## src/rtl/bound_flasher_monitor_if.sv

```systemverilog
`default_nettype none
// +-----------------------------------------------------------------------+
// | bound_flasher_monitor_if : lamp bus plus monitor status signals       |
// | Rev 1.0  initial release                                              |
// +-----------------------------------------------------------------------+
interface bound_flasher_monitor_if #(
   parameter int MAX_LED = 16,
   parameter int CNT_W   = 8
);
   localparam int c_CW = $clog2(MAX_LED + 1);

   logic [MAX_LED-1:0] led;
   logic [2:0]         phase;
   logic [c_CW-1:0]    lit_cnt;
   logic               seq_done;
   logic               err;
   logic [2:0]         err_code;
   logic [CNT_W-1:0]   kick_cnt;
   logic [CNT_W-1:0]   cycle_cnt;

   // Flasher / bench side: drives the lamps, observes monitor status.
   modport master (
      output led,
      input  phase, lit_cnt, seq_done, err, err_code, kick_cnt, cycle_cnt
   );

   // Monitor side.
   modport slave (
      input  led,
      output phase, lit_cnt, seq_done, err, err_code, kick_cnt, cycle_cnt
   );
endinterface
`default_nettype wire

```

## src/rtl/bound_flasher_monitor.sv

```systemverilog
`default_nettype none
// +-----------------------------------------------------------------------+
// | bound_flasher_monitor : passive checker decoding the flasher LED bus  |
// | Rev 1.0  initial release                                              |
// +-----------------------------------------------------------------------+
module bound_flasher_monitor #(
   parameter int MAX_LED = 16,
   parameter int CNT_W   = 8
) (
   input  wire logic               clk,
   input  wire logic               rst_n,
   bound_flasher_monitor_if.slave  mon_if
);
   localparam int c_CW = $clog2(MAX_LED + 1);

   localparam logic [2:0] c_IDLE = 3'd0;
   localparam logic [2:0] c_UP5  = 3'd1;
   localparam logic [2:0] c_DN0A = 3'd2;
   localparam logic [2:0] c_UP10 = 3'd3;
   localparam logic [2:0] c_DN5  = 3'd4;
   localparam logic [2:0] c_UP15 = 3'd5;
   localparam logic [2:0] c_DN0B = 3'd6;
   localparam logic [2:0] c_ERR  = 3'd7;

   localparam logic [2:0] c_E_NONE     = 3'd0;
   localparam logic [2:0] c_E_NOTTHERM = 3'd1;
   localparam logic [2:0] c_E_STEP     = 3'd2;
   localparam logic [2:0] c_E_STALL    = 3'd3;
   localparam logic [2:0] c_E_OVERRUN  = 3'd4;
   localparam logic [2:0] c_E_BADTURN  = 3'd5;

   // Turning points of the sequence: peaks of the up phases, floor of DN5.
   localparam logic [c_CW-1:0] c_PK5  = c_CW'(6);
   localparam logic [c_CW-1:0] c_PK10 = c_CW'(11);
   localparam logic [c_CW-1:0] c_PK15 = c_CW'(16);
   localparam logic [c_CW-1:0] c_FL5  = c_CW'(5);
   localparam logic [c_CW-1:0] c_ZERO = '0;

   logic [2:0]         r_phase;
   logic [c_CW-1:0]    r_prev;
   logic [c_CW-1:0]    r_lit;
   logic               r_done;
   logic               r_err;
   logic [2:0]         r_err_code;
   logic [CNT_W-1:0]   r_kick;
   logic [CNT_W-1:0]   r_cycle;

   logic [c_CW-1:0]    w_cnt;
   logic [MAX_LED-1:0] w_mask;
   logic               w_thermo;
   logic               w_up;
   logic               w_dn;
   logic               w_stall;
   logic               w_jump;
   logic [2:0]         w_phase_nx;
   logic [2:0]         w_code;
   logic               w_kick;
   logic               w_done;

   always_comb begin
      w_cnt  = '0;
      w_mask = '0;
      for (int i = 0; i < MAX_LED; i++) begin
         w_cnt = w_cnt + c_CW'(mon_if.led[i]);
      end
      for (int i = 0; i < MAX_LED; i++) begin
         w_mask[i] = (c_CW'(i) < w_cnt);
      end
   end

   assign w_thermo = (mon_if.led == w_mask);
   assign w_up     = (w_cnt == r_prev + c_CW'(1));
   assign w_dn     = (r_prev == w_cnt + c_CW'(1));
   assign w_stall  = (w_cnt == r_prev);
   assign w_jump   = !(w_up || w_dn || w_stall);

   // Past the error rules only a single up or down step remains possible.
   always_comb begin
      w_phase_nx = r_phase;
      w_code     = c_E_NONE;
      w_kick     = 1'b0;
      w_done     = 1'b0;
      if (r_phase != c_ERR) begin
         if (!w_thermo) begin
            w_code = c_E_NOTTHERM;
         end else if (w_jump) begin
            w_code = c_E_STEP;
         end else if (w_stall) begin
            if (r_phase != c_IDLE) w_code = c_E_STALL;
         end else begin
            case (r_phase)
               c_IDLE: begin
                  if (w_up) w_phase_nx = c_UP5;
               end
               c_UP5: begin
                  if (w_up) begin
                     if (w_cnt > c_PK5) w_code = c_E_OVERRUN;
                  end else if (r_prev == c_PK5) begin
                     w_phase_nx = c_DN0A;
                  end else begin
                     w_code = c_E_BADTURN;
                  end
               end
               c_DN0A: begin
                  if (w_up) begin
                     if (r_prev == c_ZERO) w_phase_nx = c_UP10;
                     else                  w_code     = c_E_BADTURN;
                  end
               end
               c_UP10: begin
                  if (w_up) begin
                     if (w_cnt > c_PK10) w_code = c_E_OVERRUN;
                  end else if (r_prev == c_PK10) begin
                     w_phase_nx = c_DN5;
                  end else begin
                     w_kick     = 1'b1;
                     w_phase_nx = c_DN0A;
                  end
               end
               c_DN5: begin
                  if (w_dn) begin
                     if (w_cnt < c_FL5) w_code = c_E_OVERRUN;
                  end else if (r_prev == c_FL5) begin
                     w_phase_nx = c_UP15;
                  end else begin
                     w_code = c_E_BADTURN;
                  end
               end
               c_UP15: begin
                  if (w_up) begin
                     if (w_cnt > c_PK15) w_code = c_E_OVERRUN;
                  end else if (r_prev == c_PK15) begin
                     w_phase_nx = c_DN0B;
                  end else begin
                     w_kick     = 1'b1;
                     w_phase_nx = c_DN5;
                  end
               end
               c_DN0B: begin
                  if (w_up) begin
                     w_code = c_E_BADTURN;
                  end else if (w_cnt == c_ZERO) begin
                     w_done     = 1'b1;
                     w_phase_nx = c_IDLE;
                  end
               end
               default: w_phase_nx = c_IDLE;
            endcase
         end
         if (w_code != c_E_NONE) begin
            w_phase_nx = c_ERR;
            w_kick     = 1'b0;
            w_done     = 1'b0;
         end
      end else if (w_cnt == c_ZERO) begin
         // An all-off sample is the only safe resynchronisation point.
         w_phase_nx = c_IDLE;
      end
   end

   always_ff @(posedge clk or negedge rst_n) begin
      if (!rst_n) begin
         r_phase    <= c_IDLE;
         r_prev     <= '0;
         r_lit      <= '0;
         r_done     <= 1'b0;
         r_err      <= 1'b0;
         r_err_code <= c_E_NONE;
         r_kick     <= '0;
         r_cycle    <= '0;
      end else begin
         r_phase <= w_phase_nx;
         r_prev  <= w_cnt;
         r_lit   <= w_cnt;
         r_done  <= w_done;
         r_err   <= (w_code != c_E_NONE);
         if (w_code != c_E_NONE) r_err_code <= w_code;
         if (w_kick && (r_kick != '1))  r_kick  <= r_kick + CNT_W'(1);
         if (w_done && (r_cycle != '1)) r_cycle <= r_cycle + CNT_W'(1);
      end
   end

   assign mon_if.phase     = r_phase;
   assign mon_if.lit_cnt   = r_lit;
   assign mon_if.seq_done  = r_done;
   assign mon_if.err       = r_err;
   assign mon_if.err_code  = r_err_code;
   assign mon_if.kick_cnt  = r_kick;
   assign mon_if.cycle_cnt = r_cycle;

endmodule
`default_nettype wire

```

## src/flat_wrapper.sv

```systemverilog
// flat-port wrapper written by rule: the top's interface ports become plain ports
module bound_flasher_monitor_flat 
#(
   parameter int MAX_LED = 16,
   parameter int CNT_W   = 8
)
  (clk, rst_n, mon_if_led, mon_if_phase, mon_if_lit_cnt, mon_if_seq_done, mon_if_err, mon_if_err_code, mon_if_kick_cnt, mon_if_cycle_cnt);
  bound_flasher_monitor_if #(.MAX_LED(MAX_LED), .CNT_W(CNT_W)) mon_if_i ();
  input  wire logic clk;
  input  wire logic rst_n;
  input wire logic [$bits(mon_if_i.led)-1:0] mon_if_led;
  output wire logic [$bits(mon_if_i.phase)-1:0] mon_if_phase;
  output wire logic [$bits(mon_if_i.lit_cnt)-1:0] mon_if_lit_cnt;
  output wire logic [$bits(mon_if_i.seq_done)-1:0] mon_if_seq_done;
  output wire logic [$bits(mon_if_i.err)-1:0] mon_if_err;
  output wire logic [$bits(mon_if_i.err_code)-1:0] mon_if_err_code;
  output wire logic [$bits(mon_if_i.kick_cnt)-1:0] mon_if_kick_cnt;
  output wire logic [$bits(mon_if_i.cycle_cnt)-1:0] mon_if_cycle_cnt;
  assign mon_if_i.led = mon_if_led;
  assign mon_if_phase = mon_if_i.phase;
  assign mon_if_lit_cnt = mon_if_i.lit_cnt;
  assign mon_if_seq_done = mon_if_i.seq_done;
  assign mon_if_err = mon_if_i.err;
  assign mon_if_err_code = mon_if_i.err_code;
  assign mon_if_kick_cnt = mon_if_i.kick_cnt;
  assign mon_if_cycle_cnt = mon_if_i.cycle_cnt;
  bound_flasher_monitor #(.MAX_LED(MAX_LED), .CNT_W(CNT_W)) u_core (.clk(clk), .rst_n(rst_n), .mon_if(mon_if_i));
endmodule
```

## config.mk

```make
export PLATFORM = sky130hd
export DESIGN_NAME = bound_flasher_monitor_flat
export DESIGN_NICKNAME = d
export VERILOG_FILES = /design/src/rtl/bound_flasher_monitor_if.sv /design/src/rtl/bound_flasher_monitor.sv /design/src/flat_wrapper.sv
export SDC_FILE = /design/constraint.sdc
export NUM_CORES = 1
export LEC_CHECK = 0
export ABC_AREA = 1
export CAP_MARGIN = 15
export CORE_MARGIN = 2
export CORE_UTILIZATION = 51
export CTS_BUF_LIST = sky130_fd_sc_hd__clkbuf_8
export DETAILED_ROUTE_END_ITERATION = 6
export PLACE_DENSITY = 0.76
export REMOVE_ABC_BUFFERS = 1
export SLEW_MARGIN = 0
export SYNTH_ARGS = -nofsm -noshare
export SYNTH_HDL_FRONTEND = slang
export SYNTH_SLANG_ARGS = --single-unit
```

## constraint.sdc

```tcl
create_clock -name clk -period 3.2 [get_ports clk]
set_input_delay 0.64 -clock clk [delete_from_list [all_inputs] [get_ports clk]]
set_output_delay 0.64 -clock clk [all_outputs]
set_load 0.1 [all_outputs]
```

==> results of run 1 <==
worst register-to-register path, cell delays in order, from the launching register on:
cell     delay (ps)
dfrtp_1         530
inv_1           140
ha_1            310
xnor2_1         130
nor2_1          110
nand3_1         130
nor2_4          150
nand2_4         100
inv_1           140
nand3_1         150
nand2_1         100
nor2_1           50
nand2_2         100
inv_2            50
nor3_2          160
nor2_2           80
nand3_1          70
nand2_1          60
area by class of cell:
type	instances	area [um2]
Clock buffer	5	68.82
Clock inverter	3	17.52
Fill cell	341	890.9
Inverter	89	349.1
Multi-Input combinational cell	378	2522
Sequential cell	29	725.7
Tap cell	75	93.84
Timing Repair Buffer	150	1252
Yosys cell counts (3+ instances only):
master   number
nor3_1        6
nor2_1       62
dfrtp_1      29
a21oi_1       4
o21ai_0      16
fa_1         10
xnor2_1       7
inv_1        86
ha_1         14
nand2_2       3
nor4_1        4
inv_2         3
nand2_1     139
nand4_1      22
xor2_1       11
nand3_1      65
logic make-up (layout without fill, tap and decap cells):
group           after synthesis  count (layout)  synth area share [%]
fa+ha+maj                    24              24                 11.99
compound gates               25              25                 4.315
buf+inv                      96             247                 12.07
simple gates                308             311                 43.43
flops                        29              29                 23.17
xor+xnor                     18              18                 5.034
sequential cells by signal, indices dropped and copies added, names as in the netlist:
name	cells
u_core.mon_if.err_code	3
u_core.mon_if.kick_cnt	8
u_core.mon_if.seq_done	1
u_core.mon_if.cycle_cnt	8
u_core.mon_if.phase	3
u_core.mon_if.err	1
u_core.r_prev	5
what timing repair did:
action                     4_1_cts  5_1_grt
buffers inserted                14        7
setup endpoints to repair       29       29
gates resized for setup        103       69
hold buffers                     0        0
cloned                           3        0
pin swaps                       55       43
cell usage in the layout (no fill, tap or decap), drive strengths merged, types with 11 or more instances in the layout:
cell type,count
nand2,143
buf,135
inv,89
nand3,67
nor2,63
dfrtp,29
nand4,22
o21ai,18
ha,14
xor2,11
metrics by stage:
| step | cell area, um2 | setup slack (ps) | TNS [ps] | util, % | std cells |
|---|---|---|---|---|---|
| after floorplan | 3088 | -2625 | -63720 | - | 493 |
| after global placement | 4248 | -2985 | -76430 | 71.75 | 701 |
| after detailed placement | 4248 | -3150 | -79730 | 71.75 | 701 |
| after CTS | 4735 | -2334 | -55760 | 79.97 | 725 |
| after global routing | 5030 | -2508 | -62140 | 84.95 | 729 |
| final | 5030 | -2338 | -57980 | 84.95 | 729 |
layer usage:
| layer | vias up | share of wire, % | track usage [%] |
|---|---|---|---|
| li1 | 1909 | - | - |
| met2 | 250 | 51 | 62.26 |
| met1 | 1901 | 34 | 35.06 |
| met4 | 0 | 7.3 | 18.00 |
| met5 | - | 0 | 0 |
| met3 | 91 | 7.0 | 3.261 |
final timing paths:
path                                                 from                         to  slack, ps  depth (start not counted)
worst max-delay path                        mon_if_led[2]     u_core.mon_if.phase[1]      -2340                         25
worst min-delay path            u_core.mon_if.kick_cnt[4]  u_core.mon_if.kick_cnt[4]        510                          1
worst max register to register           u_core.r_prev[1]     u_core.mon_if.phase[1]        550                         17
worst min register to register  u_core.mon_if.kick_cnt[4]  u_core.mon_if.kick_cnt[4]        510                          1
max in group asynchronous                           rst_n  u_core.mon_if.err_code[1]       2190                          2
min in group asynchronous                           rst_n  u_core.mon_if.kick_cnt[1]        740                          2
==> run_results.csv, run 1 <==
group,metric,value,unit
cts,cts_buffers,5,
die,dieArea,6783,um2
critical_path,crit_buf_inv,3,
place,gp_congestion,0.9180,
cts,tritoncts,"yes",
global_routing,grt_antenna_before_repair,0,
global_routing,grt_pass1_wl,17030,um
layout,diodes,0,
die,die_y,82.36,um
logic_synthesis,synth_top_area_cell,"dfrtp_1",
global_routing,grt_usage,32.78,%
logic_synthesis,yosysWarnings,0,
die,io_pins,47,
cts,cts_root_buf,"clkbuf_8",
critical_path,cp_top_family,"adder cells",
detailed_routing,first_iter_violations,358,
critical_path,startpoint_type,"input port",
global_routing,grt_remaining_overflow,0,
die,core-area,5921,um2
logic_synthesis,synth_edf_count,0,
layout,syn2layout_area_growth,60.61,%
sta,final_hold_viol_count,0,
logic_synthesis,ys_types,31,
cts,cts.sinks,29,
sta,slew_violations,0,
critical_path,critPathMaxFanout,4,
critical_path,critPathKind,"in2reg",
layout,final_layout_size_suffix_gt1_share,38.84,%
logic_synthesis,synth_flop_cell,"dfrtp_1",
cts,clkTransAtPathRegs,70,ps
detailed_routing,vias,4151,
detailed_routing,drc,0,
cts,htreeDepth,2,
hold_path,hp-class,"reg2reg",
cts,clock_latency,290,ps
sta,period_share,173.1,%
die,dieWidth,82.36,um
place,place_hpwl,7440,um
critical_path,critical_path.max_stage_delay,560,ps
sta,rsz0062_at_grt,"true",
sta,setup_violations,29,
detailed_routing,wl_per_cell,16.38,um
logic_synthesis,mappedNetlistArea,3132,um2
detailed_routing,vias_per_cell,5.694,
outcome,violations,"setup timing",
sta,max-slew-margin-rel,61.89,%
logic_synthesis,synthCells,500,
global_routing,first_global_vias,3884,
logic_synthesis,ys_seq_area_share,23.17,%
layout,fin_nets,695,
sta,worstMarginPinSlew,557.2,ps
critical_path,worst-endpoint-required,3380,ps
logic_synthesis,yosys-top-cells-area,"dfrtp_1 23%, nand2_1 17%, nand3_1 10%, inv_1 10%, nor2_1 7.4%",
critical_path,endpoint_kind,"flop",
die,initial_core_util,52.90,%
outcome,outcome,"finished with violations",
die,rows,28,
critical_path,cpMaxStageDelayCell,"fa_1",
detailed_routing,wl,11940,um
detailed_routing,first_pass_iters,5,
critical_path,worstPathArrival,5720,ps
cts,ctsLongestPathBuffers,2,
logic_synthesis,synthArstFlopShare,100.0,%
logic_synthesis,avgSynthCellArea,6.264,um2
logic_synthesis,synth.top_cell.area_share,23.17,%
detailed_routing,final_antenna_net_count,0,
flow_run,drv_cap,0,
place,portBuffers,46,
sta,setup_slack,-2338,ps
global_routing,grt_start_max_net_pins,30,
logic_synthesis,ys_ff_latch,29,
sta,period_needed,5538,ps
sta,hold-worst-slack,511.2,ps
sta,fmaxAchievable,180.6,MHz
sta,fin_skew,4.614,ps
Power of run 1 is left out: the tool's default activity adds up to more than one toggle a clock period on the data nets, which glitch-free logic cannot reach.
==> run 2, diff against run 1 <==
Settings changed: CTS_CLUSTER_DIAMETER set to 100, TNS_END_PERCENT set to 1.
==> run_results.csv, run 2 (same netlist as run 1, synthesis figures left out) <==
group,metric,value,unit
cts,cts_buffers,5,
place,dp.cells,701,
sta,worstMarginPinSlew,534.6,ps
layout,stdcell_area,4597,um2
die,die_y,82.36,um
critical_path,endpoint_kind,"flop",
place,postPlaceCellArea,4248,um2
die,rows,28,
detailed_routing,first_pass_iters,7,
sta,max-slew-margin-rel,63.44,%
die,dieWidth,82.36,um
cts,ctsHoldBuffers,0,
place,gp_congestion,0.9180,
critical_path,critical_path.max_stage_delay,560,ps
layout,diodes,0,
hold_path,hp-class,"reg2reg",
sta,slew_violations,0,
critical_path,startpoint_type,"input port",
sta,period_share,171.8,%
detailed_routing,vias,3741,
global_routing,first_global_vias,3627,
sta,setup_slack,-2297,ps
critical_path,cpMaxStageDelayCell,"fa_2",
global_routing,grt_start_max_net_pins,30,
detailed_routing,wl,9643,um
cts,cts.sinks,29,
detailed_routing,wl_per_cell,13.49,um
detailed_routing,first_iter_violations,260,
cts,tritoncts,"yes",
power,power_density,1184,nW/um2
layout,layout_commonest_cell,"nand2_1",
die,core-area,5921,um2
critical_path,crit_buf_inv,3,
sta,hold-worst-slack,502.8,ps
sta,rsz0062_at_grt,"true",
global_routing,grt_remaining_overflow,0,
detailed_routing,final_antenna_net_count,0,
detailed_routing,drc,0,
die,initial_core_util,52.90,%
die,dieArea,6783,um2
detailed_routing,vias_per_cell,5.232,
outcome,outcome,"finished with violations",
cts,ctsLongestPathBuffers,2,
power,power.static_leakage,2.526,nW
critical_path,critPathMaxFanout,4,
sta,final_hold_viol_count,0,
sta,finalSetupTns,-55320,ps
flow_run,drv_cap,0,
layout,fill_cells,437,
critical_path,worstPathArrival,5670,ps
critical_path,critPathKind,"in2reg",
global_routing,grt_antenna_before_repair,0,
layout,syn2layout_area_growth,46.78,%
layout,final_layout_size_suffix_gt1_share,30.47,%
layout,fin_nets,681,
global_routing,grt_usage,29.59,%
place,place_hpwl,7440,um
critical_path,worst-endpoint-required,3380,ps
cts,clkTransAtPathRegs,60,ps
global_routing,grt_pass1_wl,15550,um
power,ir_worst_vdd,0.0008233,V
cts,htreeDepth,2,
outcome,violations,"setup timing",
cts,clock_latency,280,ps
sta,period_needed,5497,ps
sta,fin_skew,4.713,ps
critical_path,cp_top_family,"adder cells",
layout,layout_common_cells,"123 x nand2_1, 117 x buf_4, 76 x inv_1, 62 x nand3_1, 47 x nor2_1",
layout,stdcell_count,715,
die,io_pins,47,
sta,fmaxAchievable,181.9,MHz
sta,setup_violations,29,
place,portBuffers,46,
cts,cts_root_buf,"clkbuf_8",
layout,final_util,77.64,%
[run 2: cell count changes in the layout (fill, tap and decap cells not counted), moves of 7 or more]
cell	delta
nand3_1	+11
buf_6	-7
nand2_2	-11
nand2_4	-8
inv_1	+8
nand2_1	+20
o21ai_0	+8
[run 2: repair_timing]
item / CTS / global route
endpoints found under the setup margin: 29 / 29
buffers inserted: 2 / 3
gates cloned: 1 / 0
pin swaps: 25 / 30
gates resized for setup: 46 / 36
[run 2: final cells by class]
type | count | area [um2] | share of cell area, %
Tap cell | 75 | 93.84 | 2.041
Multi-Input combinational cell | 376 | 2228 | 48.48
Inverter | 89 | 339.1 | 7.376
Clock inverter | 3 | 17.52 | 0.3811
Timing Repair Buffer | 138 | 1124 | 24.44
Clock buffer | 5 | 68.82 | 1.497
Sequential cell | 29 | 725.7 | 15.79
[run 2: routing by layer]
layer	track usage, %	share of wire [%]	up-vias
li1	-	-	1865
met1	32.50	40	1720
met2	56.69	52	127
met3	2.717	4.5	29
met4	13.50	3.3	0
met5	0	0	-
[run 2: where the power goes]
group          switching, mW  internal, mW  total, mW
logic                   2.76          1.85       4.61
registers              0.108         0.429      0.536
clock network          0.151         0.150      0.301
total                   3.02          2.43       5.44
[run 2: worst paths after layout]
path,cells past startpoint,end,from,slack [ps]
worst max-delay path,26,u_core.mon_if.phase[0],mon_if_led[0],-2300
worst max register to register,14,u_core.mon_if.kick_cnt[2],u_core.r_prev[1],510
min in group asynchronous,2,u_core.mon_if.kick_cnt[1],rst_n,740
worst min-delay path,1,u_core.mon_if.kick_cnt[4],u_core.mon_if.kick_cnt[4],500
worst min register to register,1,u_core.mon_if.kick_cnt[4],u_core.mon_if.kick_cnt[4],500
max in group asynchronous,2,u_core.mon_if.cycle_cnt[2],rst_n,2180
[run 2: metrics by stage]
step	setup slack, ps	power, mW
floorplan	-2625	2.997
global placement	-2985	4.599
detailed placement	-3150	4.689
CTS	-2361	5.136
global route	-2546	5.915
finish	-2297	5.445
Note: power is estimated with default switching activity, not from simulation.
